==> src/rtl/switch_out_arbiter.sv <==
// switch_out_arbiter: round-robin packet arbiter draining length-prefixed packets from show-ahead port FIFOs
// into a single registered valid/ready output stream.
module switch_out_arbiter #(
  parameter int NUM_OF_PORTS = 4,
  parameter int W_WIDTH      = 8
) (
  input  logic                            clk,
  input  logic                            rst,
  input  logic [NUM_OF_PORTS-1:0]         port_empty,
  input  logic [NUM_OF_PORTS*W_WIDTH-1:0] port_data,
  output logic [NUM_OF_PORTS-1:0]         port_rd,
  output logic [W_WIDTH-1:0]              out_data,
  output logic                            out_valid,
  input  logic                            out_ready,
  output logic                            out_sop,
  output logic                            out_eop,
  output logic [NUM_OF_PORTS-1:0]         grant,
  output logic                            busy
);
  localparam int IW = NUM_OF_PORTS > 1 ? $clog2(NUM_OF_PORTS) : 1;
  typedef enum logic [1:0] {IDLE, HDR, XFER} state_t;
  state_t                    r_state, w_next;
  logic [IW-1:0]             r_gidx, r_last, w_sel;
  logic [NUM_OF_PORTS-1:0]   r_grant;
  logic [W_WIDTH-1:0]        r_cnt, r_data, w_head;
  logic                      r_valid, r_sop, r_eop;
  logic                      w_any, w_load, w_pop, w_end;
  assign w_any  = ~&port_empty;
  assign w_load = !r_valid || out_ready;
  assign w_head = port_data[int'(r_gidx)*W_WIDTH +: W_WIDTH];
  assign w_pop  = r_state != IDLE && !port_empty[r_gidx] && w_load;
  assign w_end  = w_pop && (r_state == HDR ? w_head == '0 : r_cnt == W_WIDTH'(1));
  // Highest offset first so the closest port after last_grant wins.
  always_comb begin
    w_sel = r_last;
    for (int i = NUM_OF_PORTS; i >= 1; i--)
      if (!port_empty[(int'(r_last) + i) % NUM_OF_PORTS]) w_sel = IW'((int'(r_last) + i) % NUM_OF_PORTS);
  end
  always_ff @(posedge clk or posedge rst)
    if (rst) r_state <= IDLE;
    else     r_state <= w_next;
  always_comb
    w_next = r_state == IDLE ? (w_any ? HDR : IDLE) : w_end ? IDLE : w_pop ? XFER : r_state;
  always_comb begin
    port_rd = w_pop ? r_grant : '0;
    busy    = r_state != IDLE;
  end
  always_ff @(posedge clk or posedge rst) begin
    if (rst) begin
      r_grant <= '0;
      r_gidx  <= '0;
      r_last  <= IW'(NUM_OF_PORTS - 1);
      r_cnt   <= '0;
      r_data  <= '0;
      r_valid <= 1'b0;
      r_sop   <= 1'b0;
      r_eop   <= 1'b0;
    end else begin
      if (r_state == IDLE && w_any) begin
        r_grant <= NUM_OF_PORTS'(1) << w_sel;
        r_gidx  <= w_sel;
      end
      if (w_end) begin
        r_grant <= '0;
        r_last  <= r_gidx;
      end
      if (w_pop) begin
        r_data  <= w_head;
        r_valid <= 1'b1;
        r_sop   <= r_state == HDR;
        r_eop   <= w_end;
        r_cnt   <= r_state == HDR ? w_head : r_cnt - W_WIDTH'(1);
      end else if (out_ready) begin
        r_valid <= 1'b0;
      end
    end
  end
  assign grant     = r_grant;
  assign out_data  = r_data;
  assign out_valid = r_valid;
  assign out_sop   = r_sop;
  assign out_eop   = r_eop;
endmodule

==> config.mk <==
export PLATFORM = sky130hd
export DESIGN_NAME = switch_out_arbiter
export DESIGN_NICKNAME = d
export VERILOG_FILES = /design/src/rtl/switch_out_arbiter.sv
export SDC_FILE = /design/constraint.sdc
export NUM_CORES = 1
export LEC_CHECK = 0
export BUFFER_PORTS_ARGS = -buffer_cell sky130_fd_sc_hd__buf_2
export CAP_MARGIN = 20
export CORE_ASPECT_RATIO = 2
export CORE_UTILIZATION = 53
export CTS_CLUSTER_SIZE = 8
export DETAILED_ROUTE_END_ITERATION = 16
export PLACE_DENSITY = 0.84
export RECOVER_POWER = 50
export SLEW_MARGIN = 20
export SYNTH_ARGS = -nofsm -noshare
export SYNTH_HDL_FRONTEND = slang
export SYNTH_SLANG_ARGS = --single-unit
==> constraint.sdc <==
create_clock -name clk -period 3.79 [get_ports clk]
set_input_delay 0.5685 -clock clk [delete_from_list [all_inputs] [get_ports clk]]
set_output_delay 0.5685 -clock clk [all_outputs]
set_load 0.1 [all_outputs]
==> qor.csv, run 1 <==
stage,metric,value,unit
detailed_routing,Starting DRT DRC Count,41,
final_layout,fin area,2062,um2
detailed_routing,via/cell ratio,5.779,
grt,busiest layer in global routing,met2,
worst_setup_path,Critical R2R Launch,r_gidx[0],
detailed_routing,post-route ant nets,0,
sta,final worst-path cycle share,83.36,%
grt,global-route wire length before repair,6.603,mm
flow_run,Max Cap Viol,0,
worst_setup_path,CP arrival,2.59,ns
worst_setup_path,CP max stage delay,0.69,ns
sta,Max Clock Freq,316.5,MHz
power,Psw,1.195,mW
synth,"top cells by area, synth","dfrtp_1, nand2_1, mux4_2",
floorplanning,Die X,41.99,um
detailed_routing,WL final,3.991,mm
synth,Syn Inst Count,178,
worst_setup_path,crit-path cells,"mux4_2, or2_1, nor2_1, and2_1, buf_2",
worst_setup_path,Crit path depth,5,
grt,GR Util met2,50.94,%
synth,sequential share of the synthesized area,42.95,%
sta,Final min period,3.159,ns
worst_setup_path,critical path endpoint category,output pin,
synth,Avg Inst Size Synth,9.525,um2
final_layout,Layout Area Growth over Synthesis,21.62,%
grt,vias in the first global route,1537,
status,status,completed,
power,PD cells,1004,nW/um2
sta,worst slew pin tran,1.175,ns
floorplanning,core area,3013,um2
detailed_routing,first drt pass iteration count,4,
final_layout,Ant. Diodes,0,
final_layout,layout cells sized above 1,29.11,%
worst_setup_path,flop2flop setup slack,1.12,ns
detailed_routing,Routed WL per cell,14.95,um
power,peak supply drop,0.8605,mV
worst_setup_path,Top delay family on crit path,flip-flops,
synth,Synth top area share,39.85,%
power,sw frac,57.76,%
place,placed cell areas,2014,um2
grt,met1 global-route usage,23.04,%
power,Clk pwr share,11.8,%
floorplanning,Die Ht,81.99,um
power,Power Internal,0.8743,mW
clock_tree,cts hold-fix bufs,0,
clock_tree,H-tree Lvls,2,
worst_setup_path,Startpoint Class,flop,
floorplanning,IO Pins,59,
clock_tree,clk buf depth,2,
clock_tree,CTS resizes,0,
grt,initial antenna violation count,0,
synth,Synthesis Warnings,0,
worst_setup_path,CP max stage cell,dfrtp_1,
grt,pin count of the biggest net entering global routing,25,
grt,total grt overflow,0,
power,combinational share of power,59.7,%
place,port bufs,58,
place,RePlAce Congestion,0.7834,
power,leakage power,1.005,nW
worst_setup_path,Crit Path Max Fanout,11,
grt,gr usage total,25.89,%
floorplanning,Rows,28,
worst_setup_path,WP data required,3.22,ns
synth,register bit total from synthesis,29,
power,Sequential Power Share,28.5,%
worst_setup_path,CP Class,flop to output pin,
sta,setup violators final,0,
final_layout,Nets,277,
clock_tree,root buf cell,clkbuf_8,
clock_tree,clk sinks,29,
clock_tree,clk_lat worst skew,0.28,ns
sta,RSZ-0062 raised after global routing,no,
place,HPWL Detailed,3.154,mm
synth,post-synth cell types,37,
worst_setup_path,R2R cell count,4,
synth,Synth area leader,dfrtp_1,
sta,Worst slew margin,22.02,%
clock_tree,"CTS clk-pin slew, worst paths",0.07,ns
floorplanning,die area,3443,um2
grt,met3 usage,5.055,%
sta,TNS Setup,0,ns
sta,clk_skew,0.008321,ns
worst_hold_path,min-delay worst type,primary input to async pin,
synth,Post-Syn Area,1695,um2
detailed_routing,Residual DRC,0,
sta,final hold vios,0,
clock_tree,CTS tree,yes,
synth,Synthesized Nets,219,
clock_tree,Post-CTS Setup Bufs,0,
floorplanning,initial core utilization,56.27,%
worst_setup_path,R2R Path End,r_last[1],
clock_tree,total CTS buffers,5,
detailed_routing,vias,1543,
sta,"Slew Viols, Final",0,
worst_setup_path,crit path buf inv count,1,
-- synth_stat cells --
cell,n
nor3_1,3
nor4_2,1
o22ai_1,1
or2_1,1
nand4_1,1
dfrtp_1,27
clkbuf_1,6
mux4_2,5
a211oi_1,3
nand3_2,1
mux4_1,4
or3_1,3
a21oi_2,2
o2bb2ai_1,1
and2_1,4
nand2_4,1
buf_2,2
a22oi_1,5
nor4b_1,1
o21ai_1,7
a21oi_1,12
a2bb2oi_1,2
nand2b_1,3
nor2b_1,4
inv_1,5
nand2_1,33
dfstp_2,2
a21o_1,2
o32ai_1,1
and3_1,1
nand3_1,4
ha_1,2
o21ai_0,3
mux2_1,2
buf_6,1
nor2_1,20
nor4_1,2
-- worst register-to-register path, stage by stage, from the launching register on --
cell and delay [ns]:
dfrtp_1 0.69, mux4_2 0.58, or3_1 0.70, a21oi_2 0.29, mux2_1 0.34
-- cell usage in the layout (no fill, tap or decap), types with 3 or more instances in the layout --
master	count
buf_2	49
nand2_1	33
dfrtp_1	27
nor2_1	20
a21oi_1	12
clkbuf_1	11
o21ai_1	6
mux4_2	5
inv_1	5
a22oi_1	5
clkbuf_8	5
mux4_1	4
nor2b_1	4
nand3_1	4
o21ai_0	4
and2_1	4
nand2b_1	3
nor3_1	3
or3_1	3
a211oi_1	3
-- flip-flops by register name, summed over array words and instances, names as in the netlist --
register	count
out_data	8
r_cnt	8
grant	4
r_gidx	2
r_last	2
r_state	2
out_eop	1
out_sop	1
out_valid	1
-- kinds of logic (layout without fill, tap and decap cells) --
kind of cell / count (synthesis) / in the layout / synth area share, %
flip-flops: 29 / 29 / 42.95
buffers and inverters: 14 / 73 / 3.690
AO/OA/AOI/OAI: 39 / 39 / 14.39
multiplexers: 11 / 11 / 14.17
adder cells (fa/ha/maj): 2 / 2 / 1.476
AND/OR/NAND/NOR: 83 / 83 / 23.32
-- layout make-up --
| type | instances | area, um2 |
|---|---|---|
| Fill cell | 264 | 950.9 |
| Inverter | 5 | 18.77 |
| Tap cell | 30 | 37.54 |
| Timing Repair Buffer | 60 | 290.3 |
| Multi-Input combinational cell | 135 | 904.6 |
| Clock inverter | 2 | 10.01 |
| Sequential cell | 29 | 728.2 |
| Clock buffer | 6 | 72.57 |
-- how the worst max path moves through the flow --
stage                 endpoint  slack [ns]     startpoint
floorplan           port_rd[0]        0.82  port_empty[3]
global route        port_rd[1]        0.47      r_gidx[0]
CTS                 port_rd[1]        0.62      r_gidx[0]
detailed placement  port_rd[1]        0.92      r_gidx[0]
finish              port_rd[1]        0.63      r_gidx[0]
global placement    port_rd[2]        0.97      r_gidx[0]
-- per-layer routing --
layer	vias to the layer above	share of wire (%)
met3	13	2.1
li1	749	-
met1	753	36
met5	-	0
met2	28	58
met4	0	3.5
-- power by group through the flow --
stage	Combinational (mW)	Sequential (mW)	Clock, mW
finish	1.24	0.590	0.243
global route	1.32	0.614	0.257
CTS	1.26	0.588	0.247
floorplan	0.632	0.997	0
global placement	1.24	0.589	0
detailed placement	1.25	0.594	0
-- stage by stage --
step,hold slack (ns),power [mW],utilization [%],worst slack [ns],instances
CTS,0.3663,2.092,69.60,0.6152,267
detailed placement,0.4613,1.847,66.86,0.9187,259
global placement,0.4628,1.827,65.95,0.9673,258
global route,0.3605,2.192,68.44,0.4669,267
floorplan,0.4574,1.629,-,0.8209,178
finish,0.3113,2.070,68.44,0.6306,267
Note: power is estimated with default switching activity, not from simulation.
==> inputs of run 2 (changes only) <==
- ABC_AREA: default -> 1
- CORE_UTILIZATION: 53 -> 52
- PLACE_DENSITY: 0.84 -> 0.8
- clock period: 3.79 -> 3.3 ns (I/O delays scaled with it)
==> run 2 against run 1 <==
  * Via count is 33% higher
  * Sequential share of layout area decreased by 4.5 points
  * Clock skew is essentially flat
==> qor.csv, run 2 <==
stage,metric,value,unit,change
status,status,completed,,unchanged
worst_setup_path,Top delay family on crit path,flip-flops,,unchanged
clock_tree,total CTS buffers,5,,unchanged
synth,Syn Inst Count,290,,was 178
grt,pin count of the biggest net entering global routing,32,,was 25
final_layout,Register Area,728.2,um2,unchanged
synth,ys flop type,dfrtp_1,,unchanged
grt,vias in the first global route,1837,,was 1537
clock_tree,Post-CTS Setup Bufs,0,,unchanged
detailed_routing,Residual DRC,0,,unchanged
clock_tree,clk buf depth,2,,unchanged
floorplanning,die area,4107,um2,was 3443 um2
clock_tree,CTS resizes,0,,unchanged
final_layout,"most common cell after layout, fill and taps aside",nand2_1,,was buf_2
worst_setup_path,CP max stage delay,0.73,ns,was 0.69 ns
clock_tree,CTS tree,yes,,unchanged
detailed_routing,post-route ant nets,0,,unchanged
detailed_routing,Routed WL per cell,13.06,um,was 14.95 um
place,RePlAce Congestion,0.8925,,was 0.7834
floorplanning,IO Pins,59,,unchanged
floorplanning,Die Ht,89.64,um,was 81.99 um
worst_setup_path,Crit Path Max Fanout,21,,was 11
worst_setup_path,crit-path cells,"inv_2, nand2_1, nand3_1, nand2_1, nand3_4, nor2_1, buf_2",,"was mux4_2, or2_1, nor2_1, and2_1, buf_2"
place,HPWL Detailed,4.087,mm,was 3.154 mm
clock_tree,root buf cell,clkbuf_8,,unchanged
synth,cell with the most instances after synthesis,nand2_1,,unchanged
synth,Synthesis Warnings,0,,unchanged
place,port bufs,58,,unchanged
grt,global-route wire length before repair,8.273,mm,was 6.603 mm
synth,commonest cells in the netlist,"nand2_1, nand3_1, dfrtp_1",,"was nand2_1, dfrtp_1, nor2_1"
detailed_routing,first drt pass iteration count,5,,was 4
worst_setup_path,critical path endpoint category,output pin,,unchanged
floorplanning,Die X,45.82,um,was 41.99 um
synth,Post-synth EDFFs,0,,unchanged
synth,sequential share of the synthesized area,36.47,%,was 42.95%
sta,final worst-path cycle share,84.14,%,
synth,register bit total from synthesis,29,,unchanged
floorplanning,initial core utilization,54.77,%,was 56.27%
floorplanning,core area,3646,um2,was 3013 um2
final_layout,most frequent cells in the layout,"nand2_1, buf_2, nand3_1",,"was buf_2, nand2_1, dfrtp_1"
sta,Worst slew margin,22.51,%,was 22.02%
floorplanning,Rows,31,,was 28
synth,Synth async-reset ratio,100.0,%,unchanged
sta,Final min period,2.777,ns,
sta,RSZ-0062 raised after global routing,no,,unchanged
synth,Post-Syn Area,1997,um2,was 1695 um2
worst_setup_path,CP max stage cell,dfrtp_1,,unchanged
detailed_routing,WL final,5.184,mm,was 3.991 mm
final_layout,layout cells sized above 1,26.15,%,was 29.11%
sta,setup violators final,0,,unchanged
clock_tree,clk_lat worst skew,0.28,ns,about the same
sta,final hold vios,0,,unchanged
final_layout,area of the multi-input gates,1085,um2,was 904.6 um2
worst_setup_path,crit path buf inv count,2,,was 1
place,Place WS,0.8655,ns,was 0.9187 ns
final_layout,Layout Area Growth over Synthesis,18.48,%,was 21.62%
final_layout,Nets,389,,was 277
worst_setup_path,CP arrival,2.28,ns,was 2.59 ns
synth,Synthesized Nets,331,,was 219
synth,Synth area leader,dfrtp_1,,unchanged
worst_setup_path,WP data required,2.80,ns,was 3.22 ns
grt,gr usage total,28.31,%,was 25.89%
sta,TNS Setup,0,ns,unchanged
synth,"top cells by area, synth","dfrtp_1, nand2_1, nand3_1",,"was dfrtp_1, nand2_1, mux4_2"
grt,initial antenna violation count,0,,unchanged
flow_run,Max Cap Viol,0,,unchanged
worst_setup_path,most frequent CP cell,nand2_1,,
clock_tree,"CTS clk-pin slew, worst paths",0.07,ns,about the same
detailed_routing,vias,2057,,was 1543
synth,post-synth cell types,28,,was 37
sta,worst slew pin tran,1.167,ns,was 1.175 ns
detailed_routing,via/cell ratio,5.181,,was 5.779
synth,Avg Inst Size Synth,6.886,um2,was 9.525 um2
clock_tree,cts hold-fix bufs,0,,unchanged
grt,total grt overflow,0,,unchanged
sta,"Slew Viols, Final",0,,unchanged
worst_setup_path,Startpoint Class,flop,,unchanged
final_layout,# fillers,375,,was 264
worst_hold_path,min-delay worst type,primary input to async pin,,unchanged
synth,Synth top area share,33.83,%,was 39.85%
sta,clk_skew,0.008386,ns,was 0.008321 ns
clock_tree,clk sinks,29,,unchanged
clock_tree,H-tree Lvls,2,,unchanged
worst_setup_path,CP Class,flop to output pin,,unchanged
final_layout,Ant. Diodes,0,,unchanged
detailed_routing,Starting DRT DRC Count,74,,was 41
sta,Max Clock Freq,360.2,MHz,
sta,setup ws final,0.5235,ns,was 0.6306 ns
[run 2: cell types whose count changed after synthesis, moves of 10 or more]
cell,before,now
nand2_1,33,107
nand3_1,4,31
inv_1,5,21
o21ai_0,3,19
nand2_2,0,11
inv_2,0,10
[run 2: final cells by class]
class                      instances  area share (%)
timing repair buffer              60           12.22
sequential                        29           30.78
inverter                          31           4.918
multi-input combinational        221           45.85
clock buffer                       7           3.649
tap                               49           2.591
[run 2: path summary, 6_finish.rpt]
kind | cells past startpoint | startpoint | to | slack (ns)
worst max-delay path | 7 | r_gidx[0] | port_rd[3] | 0.52
max in group asynchronous | 3 | rst | out_data[2] | 1.93
worst max register to register | 12 | r_gidx[0] | grant[3] | 0.88
worst min-delay path | 2 | rst | r_gidx[0] | 0.27
worst min register to register | 2 | out_sop | out_sop | 0.48
min in group clk | 2 | out_sop | out_sop | 0.48
[run 2: per-stage QoR]
step	hold slack, ns	util, %	area, um2	std cells
6_report	0.2661	64.89	2366	397
5_1_grt	0.3169	64.89	2366	397
4_1_cts	0.3037	65.55	2390	397
3_5_place_dp	0.4681	63.18	2303	390
3_3_place_gp	0.4600	62.77	2288	389
2_1_floorplan	0.5115	-	1997	290
[run 2: metal layers]
layer	wire length (um)	part of all wire, %	GRT usage [%]
met5	0	0	0
met1	1872	36	29.24
met4	178	3.4	13.37
met3	125	2.4	4.600
met2	3008	58	52.60
[run 2: kinds of logic (layout without fill, tap and decap cells)]
family,Yosys count,in the layout,synth area share (%)
flip-flops,29,29,36.47
AO/OA/AOI/OAI,34,34,9.837
adder cells (fa/ha/maj),2,2,1.253
AND/OR/NAND/NOR,182,182,41.92
buffers and inverters,40,98,9.211
XOR/XNOR,3,3,1.316
Power of run 2 is not shown: default switching activity piles up to over one toggle a cycle in this logic, so the estimate is an artifact.
